$ cat src/rtl/axis_bram_pingpong_ctrl_pkg.sv
// Shared definitions for the ping-pong BRAM write scheduler: writer FSM
// state encodings and default geometry.
package axis_bram_pingpong_ctrl_pkg;

    localparam int DEF_DATA_WIDTH = 32;
    localparam int DEF_ADDR_WIDTH = 10;
    localparam int DEF_FRAME_LEN  = 1024;

    // Writer state: FILL owns a free bank, WAIT_FREE waits for the consumer
    // to hand the next bank back.
    typedef enum logic {
        FILL      = 1'b0,
        WAIT_FREE = 1'b1
    } wr_state_e;

endpackage

$ cat src/rtl/axis_bram_pingpong_ctrl_bank_flags.sv
// Per-bank ownership flags and closed-bank length registers.
// A bank that is closed and released on the same edge stays owned by the
// consumer (set wins). The next-cycle flag values are exported so the writer
// FSM can decide on the closing edge whether the following bank is free.
module axis_bram_bank_flags
    import axis_bram_pingpong_ctrl_pkg::*;
#(
    parameter int ADDR_WIDTH = DEF_ADDR_WIDTH
) (
    input  logic                  clk,
    input  logic                  rst,
    input  logic                  set_en,
    input  logic                  set_bank,
    input  logic [ADDR_WIDTH:0]   set_len,
    input  logic [1:0]            release_i,
    output logic [1:0]            ready_o,
    output logic [1:0]            ready_next_o,
    output logic [ADDR_WIDTH:0]   len0_o,
    output logic [ADDR_WIDTH:0]   len1_o
);

    logic [1:0]          ready_q, ready_d;
    logic [ADDR_WIDTH:0] len0_q, len0_d;
    logic [ADDR_WIDTH:0] len1_q, len1_d;

    // Apply releases first, then the close so that a same-edge set wins.
    always_comb begin
        // NOTE: every variable gets a default before any branch so no latch is inferred.
        ready_d = ready_q & ~release_i;
        len0_d  = len0_q;
        len1_d  = len1_q;
        if (set_en) begin
            ready_d[set_bank] = 1'b1;
            if (set_bank) len1_d = set_len;
            else          len0_d = set_len;
        end
    end

    // Flag and length registers with synchronous clear.
    always_ff @(posedge clk) begin
        // NOTE: sequential state is updated with non-blocking assignments only.
        if (rst) begin
            ready_q <= '0;
            len0_q  <= '0;
            len1_q  <= '0;
        end else begin
            ready_q <= ready_d;
            len0_q  <= len0_d;
            len1_q  <= len1_d;
        end
    end

    assign ready_o      = ready_q;
    assign ready_next_o = ready_d;
    assign len0_o       = len0_q;
    assign len1_o       = len1_q;

endmodule

$ cat src/rtl/axis_bram_pingpong_ctrl.sv
// Ping-pong write scheduler between the stream adapter and a dual-bank BRAM.
// Fills banks sequentially, closes a bank when full or on FLUSH, and stalls
// the adapter while both banks are owned by the consumer.
// Optional feature: define STALL_COUNTER_EN to build the saturating stall
// counter behind STALL_CNT; otherwise STALL_CNT is tied to zero.
module axis_bram_pingpong_ctrl
    import axis_bram_pingpong_ctrl_pkg::*;
#(
    parameter int DATA_WIDTH = DEF_DATA_WIDTH,
    parameter int ADDR_WIDTH = DEF_ADDR_WIDTH,
    parameter int FRAME_LEN  = DEF_FRAME_LEN
) (
    input  logic                  BUF_ACLK,
    input  logic                  BUF_ARESET,
    input  logic [DATA_WIDTH-1:0] DIN_FROM_ADP,
    input  logic                  DIN_VALID,
    output logic                  DIN_ACCEP,
    input  logic                  FLUSH,
    output logic                  BRAM_EN,
    output logic                  BRAM_WE,
    output logic [ADDR_WIDTH:0]   BRAM_ADDR,
    output logic [DATA_WIDTH-1:0] BRAM_WDATA,
    output logic [1:0]            BANK_READY,
    input  logic [1:0]            BANK_RELEASE,
    output logic [ADDR_WIDTH:0]   BANK0_LEN,
    output logic [ADDR_WIDTH:0]   BANK1_LEN,
    output logic [15:0]           STALL_CNT
);

    localparam logic [ADDR_WIDTH-1:0] LAST_ADDR = ADDR_WIDTH'(FRAME_LEN - 1);

    wr_state_e             state_q, state_d;
    logic                  accep_q, accep_d;
    logic                  wr_bank_q, wr_bank_d;
    logic [ADDR_WIDTH-1:0] wr_addr_q, wr_addr_d;
    logic                  bram_we_q, bram_we_d;
    logic [ADDR_WIDTH:0]   bram_addr_q, bram_addr_d;
    logic [DATA_WIDTH-1:0] bram_wdata_q, bram_wdata_d;

    logic                  xfer;
    logic                  close;
    logic [ADDR_WIDTH:0]   close_len;
    logic [1:0]            ready_next;

    assign xfer      = DIN_VALID && accep_q;
    assign close_len = {1'b0, wr_addr_q} + {{ADDR_WIDTH{1'b0}}, xfer};
    // A flush only closes a bank that holds at least one word.
    assign close     = (xfer && (wr_addr_q == LAST_ADDR)) ||
                       (FLUSH && (state_q == FILL) && ((wr_addr_q != '0) || xfer));

    axis_bram_bank_flags #(
        .ADDR_WIDTH (ADDR_WIDTH)
    ) u_bank_flags (
        .clk          (BUF_ACLK),
        .rst          (BUF_ARESET),
        .set_en       (close),
        .set_bank     (wr_bank_q),
        .set_len      (close_len),
        .release_i    (BANK_RELEASE),
        .ready_o      (BANK_READY),
        .ready_next_o (ready_next),
        .len0_o       (BANK0_LEN),
        .len1_o       (BANK1_LEN)
    );

    // Next-state, address counter and write-stage decode.
    always_comb begin
        state_d      = state_q;
        wr_bank_d    = wr_bank_q;
        wr_addr_d    = wr_addr_q;
        bram_we_d    = xfer;
        bram_addr_d  = {wr_bank_q, wr_addr_q};
        bram_wdata_d = xfer ? DIN_FROM_ADP : bram_wdata_q;
        if (xfer) wr_addr_d = wr_addr_q + 1'b1;
        case (state_q)
            FILL: begin
                if (close) begin
                    wr_bank_d = ~wr_bank_q;
                    wr_addr_d = '0;
                    if (ready_next[~wr_bank_q]) state_d = WAIT_FREE;
                end
            end
            WAIT_FREE: begin
                if (BANK_RELEASE[wr_bank_q]) state_d = FILL;
            end
            default: state_d = FILL;
        endcase
        // Accept is a registered decode so it never follows DIN_VALID and is low during reset.
        accep_d = (state_d == FILL);
    end

    // Writer state, address and BRAM write stage; reset drops any pending write.
    always_ff @(posedge BUF_ACLK) begin
        if (BUF_ARESET) begin
            state_q      <= FILL;
            accep_q      <= 1'b0;
            wr_bank_q    <= 1'b0;
            wr_addr_q    <= '0;
            bram_we_q    <= 1'b0;
            bram_addr_q  <= '0;
            bram_wdata_q <= '0;
        end else begin
            state_q      <= state_d;
            accep_q      <= accep_d;
            wr_bank_q    <= wr_bank_d;
            wr_addr_q    <= wr_addr_d;
            bram_we_q    <= bram_we_d;
            bram_addr_q  <= bram_addr_d;
            bram_wdata_q <= bram_wdata_d;
        end
    end

    assign DIN_ACCEP  = accep_q;
    assign BRAM_EN    = bram_we_q;
    assign BRAM_WE    = bram_we_q;
    assign BRAM_ADDR  = bram_addr_q;
    assign BRAM_WDATA = bram_wdata_q;

`ifdef STALL_COUNTER_EN
    logic [15:0] stall_cnt_q, stall_cnt_d;

    // Saturating count of cycles where the adapter offers data but is held off.
    always_comb begin
        stall_cnt_d = stall_cnt_q;
        if (DIN_VALID && !accep_q && (stall_cnt_q != 16'hFFFF))
            stall_cnt_d = stall_cnt_q + 16'd1;
    end

    // Stall counter register.
    always_ff @(posedge BUF_ACLK) begin
        if (BUF_ARESET) stall_cnt_q <= '0;
        else            stall_cnt_q <= stall_cnt_d;
    end

    assign STALL_CNT = stall_cnt_q;
`else
    assign STALL_CNT = 16'd0;
`endif

endmodule

$ cat config.mk
export PLATFORM = sky130hd
export DESIGN_NAME = axis_bram_pingpong_ctrl
export DESIGN_NICKNAME = d
export VERILOG_FILES = /design/src/rtl/axis_bram_pingpong_ctrl_pkg.sv /design/src/rtl/axis_bram_pingpong_ctrl_bank_flags.sv /design/src/rtl/axis_bram_pingpong_ctrl.sv
export SDC_FILE = /design/constraint.sdc
export NUM_CORES = 1
export LEC_CHECK = 0
export BUFFER_PORTS_ARGS = -buffer_cell sky130_fd_sc_hd__buf_2
export CAP_MARGIN = 40
export CORE_ASPECT_RATIO = 0.9
export CORE_UTILIZATION = 49
export CTS_BUF_LIST = sky130_fd_sc_hd__clkbuf_16
export DETAILED_ROUTE_END_ITERATION = 7
export PLACE_DENSITY = 0.79
export SYNTH_ARGS = -nofsm -noshare
export SYNTH_HDL_FRONTEND = slang
export SYNTH_SLANG_ARGS = --single-unit
$ cat constraint.sdc
create_clock -name BUF_ACLK -period 2.8 [get_ports BUF_ACLK]
set_input_delay 0.28 -clock BUF_ACLK [delete_from_list [all_inputs] [get_ports BUF_ACLK]]
set_output_delay 0.28 -clock BUF_ACLK [all_outputs]
set_load 0.01 [all_outputs]
# ---- Word level (Yosys, flattened, before mapping)
# Index checks and enable logic that the tools add are counted.
dict set report totals {
  ff_bits 81
}
dict set report classes {
  add_sub_neg 2
  magnitude_cmp 3
  eq_ne 1
  muxes 14
  bitwise_logic 6
  n_reduce_logical 11
}
# op count
set op_table {}
lappend op_table {{$mux 10} 3}
lappend op_table {{$add 10x1->11} 1}
lappend op_table {{$add 10x1->10 const B} 1}
lappend op_table {{$eq 10x10->1 const B} 1}
lappend op_table {{$reduce_bool 10->1} 1}
lappend op_table {{$mux 1} 8}
lappend op_table {{$reduce_and 2->1} 3}
lappend op_table {{$logic_and 1x1->1} 5}
lappend op_table {{$lt 1x2->1 const B} 2}
lappend op_table {{$not 1->1} 3}
lappend op_table {{$and 2x2->2} 1}
lappend op_table {{$logic_or 1x1->1} 2}
lappend op_table {{$mux 2} 1}
lappend op_table {{$not 2->2} 1}
lappend op_table {{$or 2x2->2} 1}
lappend op_table {{$pmux 1 s2} 1}
lappend op_table {{$demux 1 s1} 1}
lappend op_table {{$ge 1x1->1 const B} 1}

# ---- Longest topological paths before layout
# Gate-level depths: netlist of the first run.
dict set report logic_depth {
  depth_word 12
  depth_mapped 9
  mapped_depth_nobuf 8
}

# ---- By module
# A second synthesis of the first run with hierarchy kept.
dict set report hier_totals {
  hier_cells 375
  hier_area_um2 3362.0
}
# module n_inst cells_each area_each_um2 seq_area_each_um2
set by_module_without_submodules {}
lappend by_module_without_submodules {axis_bram_pingpong_ctrl 1 280 2367.3 1141.1}
lappend by_module_without_submodules {axis_bram_bank_flags 1 95 994.7 480.5}

# ---- Least setup slack after synthesis of the first run
# Ideal clock, no wire load.
dict set report synth_timing {
  path_type {flip-flop to flip-flop}
  startpoint {register accep_q (netlist: DIN_ACCEP)}
  endpoint {register u_bank_flags.len0_q[10] (netlist: u_bank_flags.len0_o[10])}
  arrival_time_ps 2087
  t_required_ps 2728
  setup_slack_ps 642
  path_stages_with_launch 9
  synth_period_minus_slack_ps 2158
  cell_sequence {dfxtp_1 -> nand2_1 -> inv_2 -> buf_1 -> ha_1 -> ha_1 -> nand4_1 -> or4_1 -> mux2i_1}
}
dict set report synth_via {
  elab_chain_cells 5
  elab_cells_between_ends 7
  classes_between {1 x add/sub; 6 x reduce/logical}
}
# element line
set synth_rtl {}
lappend synth_rtl {{start: declaration} axis_bram_pingpong_ctrl.sv:33} ;# logic accep_q, accep_d;
lappend synth_rtl {{start signal: assignment} axis_bram_pingpong_ctrl.sv:104} ;# accep_q <= accep_d;
lappend synth_rtl {{$logic_and 1x1->1 (*)} axis_bram_pingpong_ctrl.sv:45} ;# assign xfer = DIN_VALID && accep_q;
lappend synth_rtl {{via bram_we_d} axis_bram_pingpong_ctrl.sv:36} ;# logic bram_we_q, bram_we_d;
lappend synth_rtl {{parallel branches: the longest is 4 deep, another holds $add 10x1->11} --}
lappend synth_rtl {{end signal: assignment} axis_bram_pingpong_ctrl_bank_flags.sv:48} ;# len0_q <= len0_d;
lappend synth_rtl {{end: declaration} axis_bram_pingpong_ctrl_bank_flags.sv:23} ;# logic [ADDR_WIDTH:0] len0_q, len0_d;
# Mark *: on every way through the listed nets, which the timed path passes.
# A chain may end at the register's enable or synchronous reset.

# ---- Worst setup path in the final report of the first run
dict set report layout_timing {
  startpoint {register wr_addr_q[1]}
  endpoint {register u_bank_flags.len1_q[10] (netlist: u_bank_flags.len1_o[10])}
}
dict set report layout_via {
  elab_chain_cells 5
  elab_cells_between_ends 8
  classes_between {1 x add/sub; 1 x eq/ne; 6 x reduce/logical}
}
# element line
set layout_rtl {}
lappend layout_rtl {{start: declaration} axis_bram_pingpong_ctrl.sv:35} ;# logic [ADDR_WIDTH-1:0] wr_addr_q, wr_addr_d;
lappend layout_rtl {{start signal: assignment} axis_bram_pingpong_ctrl.sv:106} ;# wr_addr_q <= wr_addr_d;
lappend layout_rtl {{parallel branches: the longest is 5 deep, another holds $add 10x1->11} --}
lappend layout_rtl {{end signal: assignment} axis_bram_pingpong_ctrl_bank_flags.sv:49} ;# len1_q <= len1_d;
lappend layout_rtl {{end: declaration} axis_bram_pingpong_ctrl_bank_flags.sv:24} ;# logic [ADDR_WIDTH:0] len1_q, len1_d;
# Several ways; the timed one is not identified.

==> flow_summary.yaml, run 1 <==
yosys:
  yosysMostFrequentCell: "dfxtp_1"
  synthArstFlopShare_pct: 0
  syn_avg_cell_area_um2: 9.03
  synth_area_leaders: "dfxtp_1 (49%), nand2_1 (7.7%), mux2i_1 (6.3%), a21oi_1 (5.4%), nand2b_1 (3.9%)"
  syn_inst: 370
  synth_area_mm2: 0.00334
  synth_seq_cells: 81
  synth_enable_flop_cells: 0
  synthTopCellsByCount: "dfxtp_1 (81), nand2_1 (69), a21oi_1 (36)"
  yosysWarnings: 0
  synth_cell_type_count: 40
  ys_seq_area_share_pct: 48.5
  yosys.area.top_type_share_pct: 48.5
  synth_ff_type: "dfxtp_1"
  synth_top_cell_by_area: "dfxtp_1"
drt:
  via_count: 2767
  final_antenna_net_count: 0
  drtIter0Drc: 218
  wl_met3_um: 457
  wl_mm: 7.28
  highest-signal-layer: "met4"
  firstDrtPassIters: 5
  drc: 0
  wl_met1_mm: 3.19
  vias_per_cell: 4.90
  route.met2.wl_mm: 3.55
  wl_per_cell_um: 12.9
placement:
  dp_hpwl_mm: 5.21
  gp_congestion: 0.873
  dp_slack_ns: 0.438
  dp.cells: 549
  numPortBuffers: 107
global_route:
  first_global_vias: 2423
  grt_max_degree: 39
  grt_pass1_wl_mm: 11.2
  grt_antenna_before_repair: 0
  grt_use_total_pct: 20.7
  grt_overflow_total: 0
run:
  drv_cap: 0
power:
  intPower_mw: 1.89
  clockPowerShare_pct: 43.1
  swShare_pct: 25.0
  p_switching_mw: 0.629
  p_leak_nw: 1.92
  p_seq_share_pct: 48.1
  ir_drop_uv: 313
  power_frac_comb_pct: 8.8
  p_per_area_mw_per_mm2: 606
floorplan:
  std_cell_rows: 28
  die_w_um: 89.1
  initial_core_util_pct: 50.7
  ios: 124
  die_area_mm2: 0.00715
  die_h_um: 80.3
  core_area_mm2: 0.00659
hold_path:
  min_from: "DIN_FROM_ADP[7]"
  hold_path.class: "input pin to flop"
  min_path_cells: 3
  hold_end: "BRAM_WDATA[7]$_SDFFE_PP0N_"
cts:
  hold_buffers: 0
  cts_tree: "done"
  path_clk_slew_ns: 0.06
  htree_levels: 3
  cts_setup_buffers: 0
  numCtsBuffers: 9
  cts-root-buf: "clkbuf_16"
  worstSkewPairLatency_ns: 0.34
  cts_max_path_buffers: 2
  cts.sinks: 81
  cts_resized: 0
final_layout:
  area_growth_pct: 24.0
  final_cells: 565
  n_antenna_cell: 0
  nNetsFinal: 512
  drive_gt1_share_pct: 31.6
  fillers: 580
setup_path:
  crit_required_ns: 3.06
  crit_path_start_kind: "flop"
  slowest_stage: "o41a_1"
  cpPeakStageDelay_ns: 0.48
  arrival_ns: 2.65
  crit_path_cell_trace: "inv_1 -> ha_1 -> or4b_4 -> o41a_1 -> o21ai_2 -> buf_4 -> mux2i_1"
  cp_max_fo: 8
  reg2reg_depth: 7
  worstSetupPathType: "flop to flop"
  reg2reg_to: "u_bank_flags.len1_o[10]$_SDFFE_PP0P_"
  end_kind: "flop"
  r2r_start: "wr_addr_q[1]$_SDFF_PP0_"
  r2r_slack_ns: 0.41
timing:
  slew_headroom_pct: 60.8
  timing.fmax_ghz: 0.419
  slew_violations: 0
  post-route-period-util_pct: 85.2
  hold_viol_final: 0
  fin_skew_ns: 0.00887
  setup_viol: 0
  setup_tns_ns: 0
  grt_setup_unrepaired: "false"
  finalWorstSetupSlack_ns: 0.415
  tightest_slew_ns: 0.582
  fin_crit_ns: 2.39
run_status:
  status: "completed"
layout by cell type, fill, tap and decap left out, drive strengths merged, types with 4 or more instances in the layout:
cell    synthesis  layout
a21oi          36      36
buf            27     114
clkbuf         13       9
conb            1      16
dfxtp          81      81
ha              4       4
inv             9      11
mux2            5       5
mux2i          21      21
nand2          69      69
nand2b         21      21
nand3           5       5
nand4           5       5
nor2           23      23
nor2b          12      12
nor3            5       5
xnor2           5       5
xor2            6       6
stage by stage:
step | utilization [%] | total power [mW] | cell area, µm² | hold slack [ns]
2_1_floorplan | - | 1.39 | 3400 | 0.416
3_3_place_gp | 58.4 | 1.45 | 3850 | 0.439
3_5_place_dp | 58.7 | 1.46 | 3870 | 0.444
4_1_cts | 62.9 | 2.53 | 4150 | 0.167
5_1_grt | 62.9 | 2.61 | 4150 | 0.175
6_report | 62.9 | 2.51 | 4150 | 0.176
logic make-up (layout without fill, tap and decap cells):
kind of cell               after synthesis  count (layout)  share of synthesized area (%)
and+or+nand+nor                        148             148                           21.7
DFF                                     81              81                           48.5
AOI/OAI and AO/OA                       50              50                           8.95
buffers and inverters                   49             139                           8.35
muxes                                   26              26                           7.97
xor gates and xnor gates                11              11                           2.88
adders and majority gates                4               4                           1.50
other                                    1              16                          0.112
per-layer routing:
| metal | GRT usage (%) | vias to the layer above |
|---|---|---|
| li1 | - | 1383 |
| met1 | 26.0 | 1272 |
| met2 | 33.1 | 102 |
| met3 | 6.89 | 10 |
| met4 | 7.30 | 0 |
| met5 | 0 | - |
worst max path at each step:
stage | start | end | slack (ns)
floorplan | DIN_ACCEP$_SDFF_PP0_ | u_bank_flags.len0_o[10]$_SDFFE_PP0P_ | 0.64
global placement | wr_addr_q[1]$_SDFF_PP0_ | u_bank_flags.len1_o[9]$_SDFFE_PP0P_ | 0.49
detailed placement | wr_addr_q[1]$_SDFF_PP0_ | u_bank_flags.len1_o[6]$_SDFFE_PP0P_ | 0.44
CTS | wr_addr_q[1]$_SDFF_PP0_ | u_bank_flags.len1_o[10]$_SDFFE_PP0P_ | 0.42
global route | wr_addr_q[1]$_SDFF_PP0_ | u_bank_flags.len1_o[2]$_SDFFE_PP0P_ | 0.27
finish | wr_addr_q[1]$_SDFF_PP0_ | u_bank_flags.len1_o[10]$_SDFFE_PP0P_ | 0.41
flip-flops by register name, summed over array words and instances, names as in the netlist:
register	flops
BRAM_ADDR	11
DIN_ACCEP	1
wr_addr_q	10
wr_bank_q	1
u_bank_flags.ready_o	2
BRAM_EN	1
u_bank_flags.len1_o	11
u_bank_flags.len0_o	11
state_q	1
BRAM_WDATA	32
power groups by stage:
stage                     combinational, mW  sequential, mW  clock, mW
after floorplan                       0.144            1.25          0
after CTS                             0.223            1.21       1.10
after global placement                0.214            1.23          0
after detailed placement              0.222            1.23          0
final                                 0.222            1.21       1.08
after global routing                  0.248            1.21       1.15
worst max-delay path: cells and delay by family, from the launching register on:
family	cells	cell delay, ns
AND/OR/NAND/NOR	1	0.46
buffers and inverters	2	0.35
flip-flops	1	0.37
multiplexers	1	0.19
adder cells (fa/ha/maj)	1	0.14
AO/OA/AOI/OAI	2	0.81
layout make-up:
type	instances	area, µm²	area share, %
clock inverter	7	53.8	1.30
clock buffer	9	225	5.43
sequential	81	1620	39.1
multi-input combinational	255	1500	36.1
inverter	9	33.8	0.815
timing repair buffer	114	601	14.5
tap	90	113	2.72
Power figures use the tool's default switching activity.
==> run 2, diff against run 1 <==
==> constraint.sdc (replaced) <==
create_clock -name BUF_ACLK -period 2.2 [get_ports BUF_ACLK]
set_input_delay 0.22 -clock BUF_ACLK [delete_from_list [all_inputs] [get_ports BUF_ACLK]]
set_output_delay 0.22 -clock BUF_ACLK [all_outputs]
set_load 0.01 [all_outputs]
==> run 2 against run 1 <==
  * Critical path depth down 1
  * Worst setup slack worse by 0.36 ns
  * Non-clock buffer count grew 14
  * Critical path type unchanged
  * Via count rose by 2.5%
==> flow_summary.yaml, run 2 (same netlist as run 1, synthesis figures left out) <==
global_route:
  grt_antenna_before_repair: 0
  grt_pass1_wl_mm: 11.5
  grt_max_degree: 57
  grt_use_total_pct: 21.1
  first_global_vias: 2448
  grt_overflow_total: 0
cts:
  cts_tree: "done"
  cts-root-buf: "clkbuf_16"
  numCtsBuffers: 9
  path_clk_slew_ns: 0.06
  worstSkewPairLatency_ns: 0.33
  cts_max_path_buffers: 2
  cts.sinks: 81
  htree_levels: 3
drt:
  firstDrtPassIters: 5
  via_count: 2835
  wl_per_cell_um: 12.9
  wl_mm: 7.48
  vias_per_cell: 4.90
  drtIter0Drc: 240
  drc: 0
  final_antenna_net_count: 0
timing:
  post-route-period-util_pct: 97.5
  tightest_slew_ns: 0.847
  slew_violations: 0
  setup_viol: 0
  fin_skew_ns: 0.00724
  finalWorstSetupSlack_ns: 0.0554
  fin_crit_ns: 2.14
  hold_viol_final: 0
  slew_headroom_pct: 43.5
  grt_setup_unrepaired: "true"
  timing.fmax_ghz: 0.466
placement:
  dp_slack_ns: 0.000242
  numPortBuffers: 107
  dp.cells: 563
  gp_congestion: 0.899
  dp_hpwl_mm: 5.23
  dpl-instance-area_mm2: 0.00396
final_layout:
  fillers: 565
  final_cells: 579
  area_growth_pct: 27.9
  layout_common_cells: "buf_2 (107), dfxtp_1 (79), nand2_1 (69), a21oi_1 (36)"
  multi_input_area_mm2: 0.00151
  fin_area_mm2: 0.00427
  fin_util_pct: 64.9
  mostFrequentLayoutCell: "buf_2"
  largest_reg_flops: 32
  drive_gt1_share_pct: 34.8
  nNetsFinal: 526
  ff_latch_area_mm2: 0.00162
  n_antenna_cell: 0
setup_path:
  cpPeakStageDelay_ns: 0.46
  crit_path_start_kind: "flop"
  crit_cells: 6
  slowest_stage: "or4b_4"
  crit_path_cell_trace: "inv_2 -> ha_1 -> or4b_4 -> o41a_1 -> o21ai_2 -> mux2_2"
  crit_required_ns: 2.42
  worstSetupPathType: "flop to flop"
  cp_top_family: "compound AO/OA/AOI/OAI gates"
  path_buf_inv: 1
  end_kind: "flop"
  arrival_ns: 2.37
  cp_max_fo: 5
  reg2reg_depth: 6
hold_path:
  hold_path.class: "input pin to flop"
  min_path_cells: 3
floorplan:
  core_area_mm2: 0.00659
  die_w_um: 89.1
  initial_core_util_pct: 50.7
  die_area_mm2: 0.00715
  ios: 124
  die_h_um: 80.3
  std_cell_rows: 28
power:
  p_per_area_mw_per_mm2: 771
  ir_drop_uv: 410
  p_leak_nw: 2.01
run:
  drv_cap: 0
run_status:
  status: "completed"
run 2: cell count changes in the layout (fill, tap and decap cells not counted), moves of 2 or more:
cell        change
inv_2           +2
buf_6           +2
dfxtp_1         -2
buf_4          +13
clkinvlp_4      -2
dfxtp_2         +2
run 2: where the power goes:
part	leakage (nW)	total, mW	internal [mW]	switching [mW]
Combinational	1.21	0.298	0.127	0.171
Clock	0.147	1.46	0.878	0.584
Sequential	0.659	1.54	1.51	0.0240
Total	2.01	3.30	2.52	0.779
run 2: cell type report:
| type | instances | share of cell area (%) |
|---|---|---|
| clock inverters | 7 | 1.61 |
| multi-input cells | 255 | 35.3 |
| flip-flops and latches | 81 | 38.0 |
| well taps | 90 | 2.63 |
| clock buffers | 9 | 5.27 |
| inverters | 9 | 0.790 |
| repair buffers | 128 | 16.4 |
run 2: metal layers:
metal	GRT usage, %	vias up	wire length [µm]
li1	-	1416	-
met1	29.0	1311	3320
met2	32.9	100	3590
met3	5.04	8	481
met4	6.19	0	90
met5	0	-	0
run 2: stage by stage:
stage	hold WS, ns	power (mW)	TNS [ns]
3_5_place_dp	0.444	1.86	0
3_3_place_gp	0.438	1.85	0
6_report	0.120	3.30	0
5_1_grt	0.114	3.43	-0.0813
2_1_floorplan	0.356	1.77	0
4_1_cts	0.116	3.32	0
run 2: worst paths after layout:
kind	start	end	slack (ns)
min reg2reg	BRAM_WDATA[8]$_SDFFE_PP0N_	BRAM_WDATA[8]$_SDFFE_PP0N_	0.45
max reg2reg	wr_addr_q[0]$_SDFF_PP0_	u_bank_flags.len1_o[3]$_SDFFE_PP0P_	0.06
max	wr_addr_q[0]$_SDFF_PP0_	u_bank_flags.len1_o[3]$_SDFFE_PP0P_	0.06
min	DIN_FROM_ADP[24]	BRAM_WDATA[24]$_SDFFE_PP0N_	0.12
run 2: timing repair:
item / in CTS / in global routing
endpoints found under the setup margin: 15 / 24
hold buffers: 0 / 0
gates resized for setup: 2 / 8
hold endpoints to repair: 0 / 0
setup buffers: 0 / 0
pin swaps: 2 / 2
run 2: worst register-to-register path, stage by stage, from the launching register on:
cell and delay [ns]:
dfxtp_2 0.32, inv_2 0.05, ha_1 0.13, or4b_4 0.46
o41a_1 0.42, o21ai_2 0.29, mux2_2 0.37
==> run 3, diff against run 2 <==
--- a/config.mk
+++ b/config.mk
@@ -11,7 +11,7 @@
 export CORE_UTILIZATION = 49
 export CTS_BUF_LIST = sky130_fd_sc_hd__clkbuf_16
 export DETAILED_ROUTE_END_ITERATION = 7
-export PLACE_DENSITY = 0.79
+export PLACE_DENSITY_LB_ADDON = 0.08
 export SYNTH_ARGS = -nofsm -noshare
 export SYNTH_HDL_FRONTEND = slang
 export SYNTH_SLANG_ARGS = --single-unit
==> run 3 against run 2 <==
  * Clock power hardly changed
  * Clock skew down 0.00091 ns
  * Design area up 0.26%
  * Maximum frequency up 0.58%
  * Sequential power hardly changed
  * Hold slack barely moved
  * Total power is 0.46% lower
==> flow_summary.yaml, run 3 (same netlist as run 1, synthesis figures left out) <==
run_status:
  status: "completed"
drt:
  via_count: 2823
  wl_per_cell_um: 13.0
  drtIter0Drc: 131
  wl_mm: 7.54
  vias_per_cell: 4.86
  firstDrtPassIters: 6
  final_antenna_net_count: 0
  drc: 0
global_route:
  grt_pass1_wl_mm: 11.5
  grt-busiest-layer: "met2"
  grt_use_met3_pct: 6.68
  grt_max_degree: 49
  grt_antenna_before_repair: 0
  grt_use_total_pct: 21.3
  first_global_vias: 2446
  grt_overflow_total: 0
  gr-usage-met1_pct: 28.6
  grtUsageMet2_pct: 33.1
hold_path:
  hold_path.class: "input pin to flop"
  min_from: "DIN_FROM_ADP[29]"
power:
  power_mw: 3.28
  ir_drop_uv: 562
  p_leak_nw: 2.01
  p_per_area_mw_per_mm2: 765
cts:
  hold_buffers: 0
  numCtsBuffers: 9
  path_clk_slew_ns: 0.06
  worstSkewPairLatency_ns: 0.33
  htree_levels: 3
  cts_tree: "done"
  cts.sinks: 81
  cts_max_path_buffers: 2
  cts-root-buf: "clkbuf_16"
final_layout:
  area_growth_pct: 28.2
  multi_input_area_mm2: 0.00151
  largest_reg_flops: 32
  nNetsFinal: 528
  n_antenna_cell: 0
  mostFrequentLayoutCell: "buf_2"
  ff_latch_area_mm2: 0.00162
  layout_common_cells: "buf_2 (107), dfxtp_1 (81), nand2_1 (69), a21oi_1 (36)"
  fin_area_mm2: 0.00429
  fillers: 613
  drive_gt1_share_pct: 34.0
setup_path:
  cp_max_fo: 5
  r2r_slack_ns: 0.07
  worstSetupPathType: "flop to flop"
  crit_path_start_kind: "flop"
  crit_required_ns: 2.42
  slowest_stage: "or4_1"
  crit_path_end: "wr_bank_q$_SDFFE_PP0P_"
  reg2reg_to: "wr_bank_q$_SDFFE_PP0P_"
  arrival_ns: 2.35
  r2r_start: "wr_addr_q[6]$_SDFF_PP0_"
  crit_path_cell_trace: "or4_1 -> o41a_1 -> a21oi_1 -> mux2_2"
  reg2reg_depth: 4
  cpPeakStageDelay_ns: 0.59
  end_kind: "flop"
  cp-startpoint: "wr_addr_q[6]$_SDFF_PP0_"
placement:
  numPortBuffers: 107
  gp_congestion: 0.823
  dpl-instance-area_mm2: 0.00397
  dp_hpwl_mm: 5.32
  dp_slack_ns: -0.0114
floorplan:
  core_area_mm2: 0.00659
  die_w_um: 89.1
  die_area_mm2: 0.00715
  initial_core_util_pct: 50.7
  ios: 124
  std_cell_rows: 28
  die_h_um: 80.3
timing:
  fin_crit_ns: 2.13
  timing.fmax_ghz: 0.469
  finalWorstSetupSlack_ns: 0.0678
  setup_viol: 0
  grt_setup_unrepaired: "false"
  fin_skew_ns: 0.00633
  setup_tns_ns: 0
  hold_viol_final: 0
  whs_ns: 0.120
  slew_headroom_pct: 45.7
  tightest_slew_ns: 0.815
  slew_violations: 0
  post-route-period-util_pct: 96.9
run:
  drv_cap: 0
run 3: cell types whose count changed in the layout (fill, tap and decap cells not counted), moves of 2 or more:
cell | previous run | this run
inv_6 | 2 | 0
o21ai_2 | 2 | 0
o21ai_4 | 0 | 2
dfxtp_1 | 79 | 81
buf_4 | 19 | 21
dfxtp_2 | 2 | 0
run 3: layout make-up:
class | instances | share of cell area (%)
clock inverters | 7 | 1.46
multi-input cells | 255 | 35.3
well taps | 90 | 2.63
clock buffers | 9 | 5.26
inverters | 9 | 0.788
repair buffers | 130 | 16.7
flip-flops and latches | 81 | 37.8
run 3: how the worst min path moves through the flow:
stage                                             end  slack, ns  cells past startpoint
after floorplan            BRAM_WDATA[0]$_SDFFE_PP0N_       0.36                      2
after global placement    BRAM_WDATA[15]$_SDFFE_PP0N_       0.44                      2
after detailed placement  BRAM_WDATA[10]$_SDFFE_PP0N_       0.44                      2
after CTS                 BRAM_WDATA[10]$_SDFFE_PP0N_       0.11                      3
after global routing      BRAM_WDATA[10]$_SDFFE_PP0N_       0.11                      3
final                     BRAM_WDATA[29]$_SDFFE_PP0N_       0.12                      3
run 3: layer usage:
metal	share of wire, %	wire [µm]
met5	0	0
met4	0.70	53
met3	6.5	488
met2	45	3400
met1	48	3600
run 3: power by group:
group	internal [mW]	total, mW	switching (mW)
Combinational	0.126	0.299	0.173
Sequential	1.51	1.54	0.0244
Clock	0.866	1.45	0.579
Total	2.50	3.28	0.776
run 3: per-stage QoR:
stage / instances / utilization, %
global route: 581 / 65.1
detailed placement: 564 / 60.2
floorplan: 385 / -
global placement: 564 / 60.2
finish: 581 / 65.1
CTS: 580 / 64.6
run 3: what timing repair did:
item                                    CTS  global route
endpoints found under the setup margin    6            33
gates resized for setup                   1             8
cloned                                    0             1
pin swaps                                 1             2
setup buffers                             0             0
run 3: worst max-delay path, delay by kind of cell (launching register included):
kind / cells / cell delay [ns]
and+or+nand+nor: 1 / 0.59
muxes: 1 / 0.37
DFF: 1 / 0.30
AOI/OAI and AO/OA: 2 / 0.75
